$ cat config.mk
export PLATFORM = sky130hd
export DESIGN_NAME = tick_sched
export DESIGN_NICKNAME = d
export VERILOG_FILES = /design/src/rtl/tick_sched_pkg.sv /design/src/rtl/tick_sched_rr_arbiter.sv /design/src/rtl/tick_sched.sv
export SDC_FILE = /design/constraint.sdc
export NUM_CORES = 1
export LEC_CHECK = 0
export ABC_AREA = 1
export BUFFER_PORTS_ARGS = -buffer_cell sky130_fd_sc_hd__buf_4
export CAP_MARGIN = 20
export CORE_ASPECT_RATIO = 0.9
export CORE_MARGIN = 2
export CORE_UTILIZATION = 64
export CTS_BUF_LIST = sky130_fd_sc_hd__clkbuf_8
export DETAILED_ROUTE_END_ITERATION = 8
export PLACE_DENSITY = 0.83
export SYNTH_ARGS = -nofsm -noshare
export SYNTH_HDL_FRONTEND = slang
export SYNTH_SLANG_ARGS = --single-unit
$ cat constraint.sdc
create_clock -name clock -period 2 [get_ports clock]
set_input_delay 0.4 -clock clock [delete_from_list [all_inputs] [get_ports clock]]
set_output_delay 0.4 -clock clock [all_outputs]
set_load 0.05 [all_outputs]
$ cat src/rtl/tick_sched_pkg.sv
// Shared types and default widths for the tick_sched scheduler.
package tick_sched_pkg;

  localparam int unsigned DEF_CNT_W = 16;
  localparam int unsigned DEF_PRE_W = 16;

  typedef enum logic [0:0] {
    CFG_IDLE  = 1'b0,
    CFG_APPLY = 1'b1
  } cfg_state_t;

  // Per-channel state; counters are sized to the default channel width.
  typedef struct packed {
    logic                 enabled;
    logic [DEF_CNT_W-1:0] period;
    logic [DEF_CNT_W-1:0] cnt;
  } chan_t;

endpackage

$ cat src/rtl/tick_sched_rr_arbiter.sv
// Combinational round-robin pick: first requesting index after i_ptr, wrapping.
module rr_arbiter
  import tick_sched_pkg::*;
#(
  parameter int unsigned N_CH = 4,
  parameter int unsigned CH_W = 2
) (
  input  logic [N_CH-1:0] i_req,
  input  logic [CH_W-1:0] i_ptr,
  output logic [CH_W-1:0] o_grant_c,
  output logic            o_any_req_c
);

  logic [CH_W:0]   w_sum;
  logic [CH_W-1:0] w_idx;

  // Walk offsets from farthest to nearest so the nearest request wins.
  always_comb begin
    o_grant_c   = '0;
    o_any_req_c = 1'b0;
    w_sum       = '0;
    w_idx       = '0;
    for (int i = N_CH; i >= 1; i--) begin
      w_sum = {1'b0, i_ptr} + (CH_W+1)'(i);
      if (w_sum >= (CH_W+1)'(N_CH)) begin
        w_sum = w_sum - (CH_W+1)'(N_CH);
      end
      w_idx = CH_W'(w_sum);
      if (i_req[w_idx]) begin
        o_grant_c   = w_idx;
        o_any_req_c = 1'b1;
      end
    end
  end

endmodule

$ cat src/rtl/tick_sched.sv
// tick_sched: one shared prescaler driving N_CH periodic channels whose expiries
// are delivered round-robin on a valid/ready port. Define TICK_SCHED_OVERRUN_EN
// to add sticky per-channel overrun flags.
module tick_sched
  import tick_sched_pkg::*;
#(
  parameter  int unsigned N_CH  = 4,
  parameter  int unsigned CNT_W = DEF_CNT_W,
  parameter  int unsigned PRE_W = DEF_PRE_W,
  localparam int unsigned CH_W  = $clog2(N_CH)
) (
  input  logic             clock,
  input  logic             reset_n,
  input  logic [PRE_W-1:0] prescale,
  input  logic             cfg_valid,
  output logic             cfg_ready,
  input  logic [CH_W-1:0]  cfg_chan,
  input  logic [CNT_W-1:0] cfg_period,
  input  logic             cfg_enable,
  output logic             evt_valid,
  input  logic             evt_ready,
  output logic [CH_W-1:0]  evt_chan,
  output logic [N_CH-1:0]  pending
`ifdef TICK_SCHED_OVERRUN_EN
  ,
  output logic [N_CH-1:0]  overrun
`endif
);

  logic [PRE_W-1:0] r_pre_cnt;
  logic             w_base_tick;

  // Channel counters live in the package struct, so CNT_W is expected to match it.
  chan_t            r_chan [N_CH];
  logic [N_CH-1:0]  w_expire;
  logic [N_CH-1:0]  r_pending;
  logic [N_CH-1:0]  w_pend_nxt;

  cfg_state_t       r_cfg_state;
  logic             r_cfg_ready;
  logic [CH_W-1:0]  r_cfg_chan;
  logic [CNT_W-1:0] r_cfg_period;
  logic             r_cfg_enable;
  logic             w_apply;

  logic             r_evt_valid;
  logic [CH_W-1:0]  r_evt_chan;
  logic [CH_W-1:0]  r_ptr;
  logic             w_slot_free;
  logic             w_any_req;
  logic             w_take;
  logic [CH_W-1:0]  w_gnt;

  assign w_base_tick = (r_pre_cnt >= prescale);
  assign w_apply     = (r_cfg_state == CFG_APPLY);
  assign w_slot_free = !r_evt_valid || evt_ready;
  assign w_take      = w_slot_free && w_any_req;

  assign cfg_ready = r_cfg_ready;
  assign evt_valid = r_evt_valid;
  assign evt_chan  = r_evt_chan;
  assign pending   = r_pending;

  // Prescaler; >= compare recovers at once if prescale drops below the count.
  always_ff @(posedge clock or negedge reset_n) begin
    if (!reset_n) begin
      r_pre_cnt <= '0;
    end else if (w_base_tick) begin
      r_pre_cnt <= '0;
    end else begin
      r_pre_cnt <= r_pre_cnt + PRE_W'(1);
    end
  end

  // A config write in progress masks that channel's expiry for the clock.
  always_comb begin
    w_expire = '0;
    for (int i = 0; i < N_CH; i++) begin
      w_expire[i] = w_base_tick && r_chan[i].enabled && (r_chan[i].cnt == '0)
                    && !(w_apply && (r_cfg_chan == CH_W'(i)));
    end
  end

  always_ff @(posedge clock or negedge reset_n) begin
    if (!reset_n) begin
      for (int i = 0; i < N_CH; i++) begin
        r_chan[i] <= '0;
      end
    end else begin
      for (int i = 0; i < N_CH; i++) begin
        if (w_apply && (r_cfg_chan == CH_W'(i))) begin
          r_chan[i].enabled <= r_cfg_enable;
          r_chan[i].period  <= DEF_CNT_W'(r_cfg_period);
          r_chan[i].cnt     <= DEF_CNT_W'(r_cfg_period);
        end else if (w_base_tick && r_chan[i].enabled) begin
          r_chan[i].cnt <= (r_chan[i].cnt == '0) ? r_chan[i].period
                                                 : r_chan[i].cnt - DEF_CNT_W'(1);
        end
      end
    end
  end

  // Config handshake: accept in IDLE, commit to the channel array in APPLY.
  always_ff @(posedge clock or negedge reset_n) begin
    if (!reset_n) begin
      r_cfg_state  <= CFG_IDLE;
      r_cfg_ready  <= 1'b1;
      r_cfg_chan   <= '0;
      r_cfg_period <= '0;
      r_cfg_enable <= 1'b0;
    end else begin
      case (r_cfg_state)
        CFG_IDLE: begin
          if (cfg_valid) begin
            r_cfg_chan   <= cfg_chan;
            r_cfg_period <= cfg_period;
            r_cfg_enable <= cfg_enable;
            r_cfg_state  <= CFG_APPLY;
            r_cfg_ready  <= 1'b0;
          end
        end
        CFG_APPLY: begin
          r_cfg_state <= CFG_IDLE;
          r_cfg_ready <= 1'b1;
        end
        default: begin
          r_cfg_state <= CFG_IDLE;
          r_cfg_ready <= 1'b1;
        end
      endcase
    end
  end

  // Expiry is applied last so a same-clock grant leaves a fresh pending flag.
  always_comb begin
    w_pend_nxt = r_pending;
    for (int i = 0; i < N_CH; i++) begin
      if ((w_take && (w_gnt == CH_W'(i))) || (w_apply && (r_cfg_chan == CH_W'(i)))) begin
        w_pend_nxt[i] = 1'b0;
      end
      if (w_expire[i]) begin
        w_pend_nxt[i] = 1'b1;
      end
    end
  end

  rr_arbiter #(
    .N_CH (N_CH),
    .CH_W (CH_W)
  ) u_arb (
    .i_req       (r_pending),
    .i_ptr       (r_ptr),
    .o_grant_c   (w_gnt),
    .o_any_req_c (w_any_req)
  );

  always_ff @(posedge clock or negedge reset_n) begin
    if (!reset_n) begin
      r_pending   <= '0;
      r_evt_valid <= 1'b0;
      r_evt_chan  <= '0;
      r_ptr       <= CH_W'(N_CH - 1);
    end else begin
      r_pending <= w_pend_nxt;
      if (w_slot_free) begin
        r_evt_valid <= w_any_req;
        if (w_any_req) begin
          r_evt_chan <= w_gnt;
          r_ptr      <= w_gnt;
        end
      end
    end
  end

`ifdef TICK_SCHED_OVERRUN_EN
  logic [N_CH-1:0] r_overrun;

  assign overrun = r_overrun;

  // Sticky until the channel is rewritten.
  always_ff @(posedge clock or negedge reset_n) begin
    if (!reset_n) begin
      r_overrun <= '0;
    end else begin
      for (int i = 0; i < N_CH; i++) begin
        if (w_apply && (r_cfg_chan == CH_W'(i))) begin
          r_overrun[i] <= 1'b0;
        end else if (w_expire[i] && r_pending[i]) begin
          r_overrun[i] <= 1'b1;
        end
      end
    end
  end
`else
  // Overruns are dropped silently; the pending flag simply stays set.
`endif

endmodule
==> impl_metrics.env, run 1 <==
export IMPL_p_per_area_mw_per_mm2=1330
export IMPL_initial_utilization=0.660
export IMPL_status="completed"
export IMPL_grt_overflow_total=0
export IMPL_yosys_area_top_type="dfrtp_1"
export IMPL_ys_ff_latch=178
export IMPL_worst_hold_path_type="in2reg"
export IMPL_cp_required_ns=2.36
export IMPL_hold_viol_final=0
export IMPL_wl_per_cell_um=17.0
export IMPL_fin_worst_skew_ns=0.0124
export IMPL_layout_nets=1483
export IMPL_antenna_found_initial=0
export IMPL_fin_util=0.807
export IMPL_mostFrequentLayoutCells="427 x nand2_1, 174 x dfrtp_1, 131 x o21ai_0"
export IMPL_synth_fp_nets=1376
export IMPL_criticalPathCategory="reg2reg"
export IMPL_reg2reg_to="r_chan[40]"
export IMPL_cts_buffer_depth=2
export IMPL_drt_iter0_drc=1245
export IMPL_yosysWarnings=0
export IMPL_finalCritPeriodShare=1.00
export IMPL_final_common_cell="nand2_1"
export IMPL_vdd_ir_drop_max_mv=0.966
export IMPL_area_growth_synth_to_final_pct=22.4
export IMPL_min_to="r_cfg_period[15]"
export IMPL_core_area_mm2=0.0148
export IMPL_r2r_start="r_pre_cnt[11]"
export IMPL_vias=9503
export IMPL_period_needed_ns=2.00
export IMPL_startpoint_type="flip-flop"
export IMPL_reg2reg_depth=13
export IMPL_ff2ff_setup_slack_ns=0.00009
export IMPL_track_usage=0.323
export IMPL_synthCells=1312
export IMPL_hp_start="cfg_period[15]"
export IMPL_cp_end_kind="flip-flop"
export IMPL_worstHoldPathCells=3
export IMPL_cts_buffers=17
export IMPL_die_width_um=134
export IMPL_combPwrFrac=0.466
export IMPL_grt_pass1_wl_um=41300
export IMPL_synth_area_mm2=0.00978
export IMPL_dp_hpwl_um=17800
export IMPL_htreeDepth=4
export IMPL_path_clk_slew_ns=0.09
export IMPL_io_pins=47
export IMPL_clkPwrFrac=0.168
export IMPL_grt_pass1_vias=8346
export IMPL_clock_fmax_mhz=500
export IMPL_slew_headroom=0.673
export IMPL_synth_top_area_share=0.448
export IMPL_drc_errors=0
export IMPL_setup_viol=0
export IMPL_synth_area_per_cell_um2=7.45
export IMPL_cts_root_buffer="clkbuf_8"
export IMPL_synth_distinct_cells=45
export IMPL_clock_latency_ns=0.48
export IMPL_antenna_left=0
export IMPL_numClockSinks=178
export IMPL_cap_violations=0
export IMPL_numPortBuffers=46
export IMPL_grt_max_degree=49
export IMPL_diodes=0
export IMPL_cp_arrival_ns=2.36
export IMPL_p_leak_nw=6.07
export IMPL_worst_slew_pin_slew_ns=0.491
export IMPL_swShare=0.439
export IMPL_p_int_mw=8.93
export IMPL_crit_path_max_fanout=7
export IMPL_wirelength_um=27700
export IMPL_dr_pass1_iters=6
export IMPL_drive_gt1_frac=0.197
export IMPL_synthTopCellsByArea="dfrtp_1 45%, nand2_1 18%, o21ai_0 7.9%, inv_1 4.6%, nor2_1 3.6%"
export IMPL_p_seq_frac=0.365
export IMPL_cts_tree="yes"
export IMPL_drv_slew=0
export IMPL_rsz0062_at_grt="true"
export IMPL_placed_area_mm2=0.0107
export IMPL_die_y_um=121
export IMPL_routed_via_density=5.83
export IMPL_dieArea_mm2=0.0163
export IMPL_synth_seq_area_share=0.456
export IMPL_rows=42
export IMPL_netSwitchingPower_mw=6.99
export IMPL_design_area_mm2=0.0120
export IMPL_gp_congestion=0.961
synthesized netlist by cell type:
master	number
buf_2	17
buf_6	4
nand3b_1	4
dfstp_2	3
o22ai_1	4
nor3b_1	4
nand2_2	4
o21ai_0	154
buf_4	3
clkbuf_2	1
nand4_2	1
inv_2	4
a21oi_1	22
or2_2	1
nand2_1	462
nor3_4	1
inv_1	120
nor2_2	10
o221ai_1	3
o21bai_1	2
nor2_1	93
a22oi_1	12
and3_1	1
inv_4	1
nor3_2	1
a31oi_1	5
o211ai_1	10
and2_1	1
or2_0	1
nand4_1	11
a21o_1	1
xor2_1	14
clkbuf_1	13
nand3_1	63
nand3_2	5
buf_1	2
dfrtp_1	175
o21a_1	2
o31ai_1	2
o211ai_2	1
o21ai_1	24
ha_1	25
xnor2_1	8
nor3_1	16
a21boi_0	1
final cells by class:
class / instances / area [µm²]
multi-input cells: 970 / 5200
repair inverters: 3 / 25.0
well taps: 198 / 248
inverters: 125 / 498
flip-flops and latches: 178 / 4460
clock inverters: 14 / 179
fillers: 950 / 2850
clock buffers: 18 / 248
repair buffers: 124 / 1110
state kept, by name, summed over array words and instances, names as in the netlist, 2 cells and up:
| name | count |
|---|---|
| evt_chan | 2 |
| pending | 4 |
| r_cfg_chan | 2 |
| r_cfg_period | 16 |
| r_chan | 132 |
| r_pre_cnt | 16 |
| r_ptr | 2 |
critical path, stage by stage, from the launching register on:
cell and delay, ns:
dfrtp_1 0.44, ha_4 0.29, nand2_2 0.04, inv_2 0.05
nand3_2 0.05, nor3_2 0.22, nand2_1 0.10, nand3_2 0.11
buf_12 0.16, nand2_8 0.08, nand2_8 0.12, clkinv_8 0.09
nand2_4 0.07, o21ai_2 0.05
what timing repair did:
action,in CTS,in global routing
setup buffers,2,10
setup endpoints to repair,62,75
hold buffers,1,0
resized for setup,17,159
pin swaps,4,12
cloned,1,8
hold endpoints to repair,42,0
power by group through the flow:
stage,combinational [mW],clock [mW],sequential (mW)
detailed placement,6.44,0,5.72
floorplan,4.61,0,5.64
finish,7.42,2.68,5.82
global placement,6.23,0,5.70
global route,8.29,2.83,5.94
CTS,6.55,2.69,5.67
stage by stage:
step	setup WS (ns)	power (mW)	setup TNS [ns]	std cells	hold slack (ns)
after global routing	-0.0704	17.1	-2.74	1630	0.123
after global placement	-0.158	11.9	-7.38	1578	0.372
after CTS	-0.00930	14.9	-0.0189	1614	0.108
final	0.0000893	15.9	0	1630	0.121
after detailed placement	-0.226	12.2	-9.58	1578	0.372
after floorplan	0.131	10.2	0	1312	0.104
layer usage:
metal / vias to the layer above / wire length [µm] / global-route usage
met1: 4427 / 11500 / 0.474
met3: 93 / 2580 / 0.0660
li1: 4475 / - / -
met5: - / 0 / 0
met2: 508 / 12700 / 0.484
met4: 0 / 923 / 0.106
logic make-up after synthesis:
group	share of synthesized area
XOR/XNOR	0.0197
AND/OR/NAND/NOR	0.287
buffers and inverters	0.0701
AO/OA/AOI/OAI	0.135
adder cells (fa/ha/maj)	0.0320
flip-flops	0.456
how the worst max path moves through the flow:
stage                   from         end  slack (ns)
6_report       r_pre_cnt[11]  r_chan[40]     0.00009
2_1_floorplan   prescale[15]  r_chan[47]        0.13
5_1_grt         r_pre_cnt[9]  r_chan[76]       -0.07
3_5_place_dp    prescale[11]  r_chan[77]       -0.23
3_3_place_gp    prescale[11]  r_chan[77]       -0.16
4_1_cts        r_pre_cnt[15]  r_chan[10]      -0.009
Note: power is estimated with default switching activity, not from simulation.
==> inputs of run 2 (changes only) <==
PLACE_DENSITY = 0.84   (was 0.83)
==> impl_metrics.env, run 2 (synthesis results as in run 1) <==
export IMPL_cp_required_ns=2.38
export IMPL_fin_worst_skew_ns=0.0164
export IMPL_fin_tns_setup_ns=-3.98
export IMPL_swShare=0.436
export IMPL_placed_area_mm2=0.0107
export IMPL_gp_congestion=0.916
export IMPL_slew_headroom=0.712
export IMPL_cap_violations=0
export IMPL_ff2ff_setup_slack_ns=-0.12
export IMPL_grt_max_degree=52
export IMPL_worst_slew_pin_slew_ns=0.432
export IMPL_track_usage=0.328
export IMPL_antenna_found_initial=0
export IMPL_cp_end_kind="flip-flop"
export IMPL_combPwrFrac=0.468
export IMPL_routed_via_density=5.78
export IMPL_nFillCells=1074
export IMPL_die_width_um=134
export IMPL_antenna_left=0
export IMPL_top_regs="r_chan (132), r_cfg_period (16), r_pre_cnt (16)"
export IMPL_fin_util=0.787
export IMPL_grt_pass1_wl_um=42100
export IMPL_drv_slew=0
export IMPL_p_int_mw=8.59
export IMPL_drive_gt1_frac=0.181
export IMPL_design_area_mm2=0.0117
export IMPL_cts_buffer_depth=2
export IMPL_wirelength_um=27100
export IMPL_p_seq_frac=0.382
export IMPL_clkPwrFrac=0.150
export IMPL_status="complete, but fails checks"
export IMPL_cp_arrival_ns=2.49
export IMPL_diodes=0
export IMPL_dr_pass1_iters=5
export IMPL_min_to="r_cfg_period[15]"
export IMPL_layout_nets=1484
export IMPL_reg2reg_depth=13
export IMPL_setup_viol=63
export IMPL_cts_buffers=17
export IMPL_initial_utilization=0.660
export IMPL_die_y_um=121
export IMPL_p_per_area_mw_per_mm2=1310
export IMPL_finalCritPeriodShare=1.06
export IMPL_path_clk_slew_ns=0.09
export IMPL_core_area_mm2=0.0148
export IMPL_max_flop_register="r_chan"
export IMPL_largest_reg_flops=132
export IMPL_final_common_cell="nand2_1"
export IMPL_rsz0062_at_grt="true"
export IMPL_startpoint_type="flip-flop"
export IMPL_area_growth_synth_to_final_pct=19.2
export IMPL_dp_hpwl_um=18100
export IMPL_cts_root_buffer="clkbuf_8"
export IMPL_crit_path_max_fanout=8
export IMPL_place_ws_ns=-0.412
export IMPL_grt_overflow_total=0
export IMPL_mostFrequentLayoutCells="423 x nand2_1, 175 x dfrtp_1, 139 x o21ai_0"
export IMPL_worst_hold_path_type="in2reg"
export IMPL_vias=9422
export IMPL_whs_ns=0.134
export IMPL_numClockSinks=178
export IMPL_htreeDepth=4
export IMPL_clock_fmax_mhz=472
export IMPL_p_leak_nw=6.00
export IMPL_wl_per_cell_um=16.6
export IMPL_netSwitchingPower_mw=6.64
export IMPL_vdd_ir_drop_max_mv=1.00
export IMPL_cts_tree="yes"
export IMPL_dieArea_mm2=0.0163
export IMPL_drt_iter0_drc=1052
export IMPL_violations="negative setup slack"
export IMPL_grt_pass1_vias=8658
export IMPL_hold_viol_final=0
export IMPL_numPortBuffers=46
export IMPL_r2r_start="r_pre_cnt[5]"
export IMPL_clock_latency_ns=0.46
export IMPL_hp_start="cfg_period[15]"
export IMPL_io_pins=47
export IMPL_criticalPathCategory="reg2reg"
export IMPL_worstHoldPathCells=3
export IMPL_reg2reg_to="r_chan[112]"
export IMPL_rows=42
export IMPL_period_needed_ns=2.12
export IMPL_layout_setup_ws_ns=-0.118
export IMPL_drc_errors=0
run 2: critical path, cell delays in order (launching register included):
cell and delay, ns:
dfrtp_1 0.40, ha_1 0.33, a21oi_2 0.17, nor2_1 0.06, nor2_1 0.10, nand2_1 0.10
nand2_2 0.10, nand3_4 0.18, nand2_4 0.14, nand2_4 0.08, inv_6 0.10, clkbuf_16 0.15
nand2_2 0.04, o21ai_1 0.07
run 2: layout make-up:
class	count	area, µm²	share of cell area
clock buffers	21	289	0.0248
clock inverters	11	66.3	0.00569
inverters	125	487	0.0417
multi-input cells	969	4960	0.425
flip-flops and latches	178	4460	0.382
well taps	198	248	0.0212
repair buffers	129	1150	0.0987
run 2: per-layer routing:
layer,part of all wire,vias up,global-route usage,wire length [µm]
met5,0,-,0,0
met4,0.037,0,0.118,1000
met3,0.067,76,0.0547,1830
met2,0.46,410,0.518,12600
met1,0.43,4456,0.462,11700
li1,-,4480,-,-
run 2: worst max-delay path by stage:
stage | from | end | cells after the start
floorplan | prescale[15] | r_chan[47] | 13
global placement | prescale[15] | r_chan[47] | 12
detailed placement | prescale[15] | r_chan[39] | 13
CTS | r_pre_cnt[11] | r_chan[105] | 13
global route | r_chan[68] | r_chan[81] | 12
finish | r_pre_cnt[5] | r_chan[112] | 13
run 2: power groups by stage:
stage                     sequential, mW  combinational (mW)  clock (mW)
after global routing                5.94                8.04        2.46
after floorplan                     5.64                4.61           0
after CTS                           5.69                6.52        2.29
after global placement              5.71                6.22           0
after detailed placement            5.74                6.44           0
final                               5.82                7.13        2.28
run 2: timing repair:
item | CTS | global route
endpoints found under the hold margin | 35 | 0
resized for setup | 14 | 109
pin swaps | 1 | 23
hold buffers | 1 | 0
gates cloned | 0 | 4
buffers inserted | 1 | 9
endpoints found under the setup margin | 70 | 71
run 2: through the flow:
stage	power, mW	cells
3_3_place_gp	11.9	1584
6_report	15.2	1631
4_1_cts	14.5	1618
2_1_floorplan	10.2	1312
3_5_place_dp	12.2	1584
5_1_grt	16.4	1631
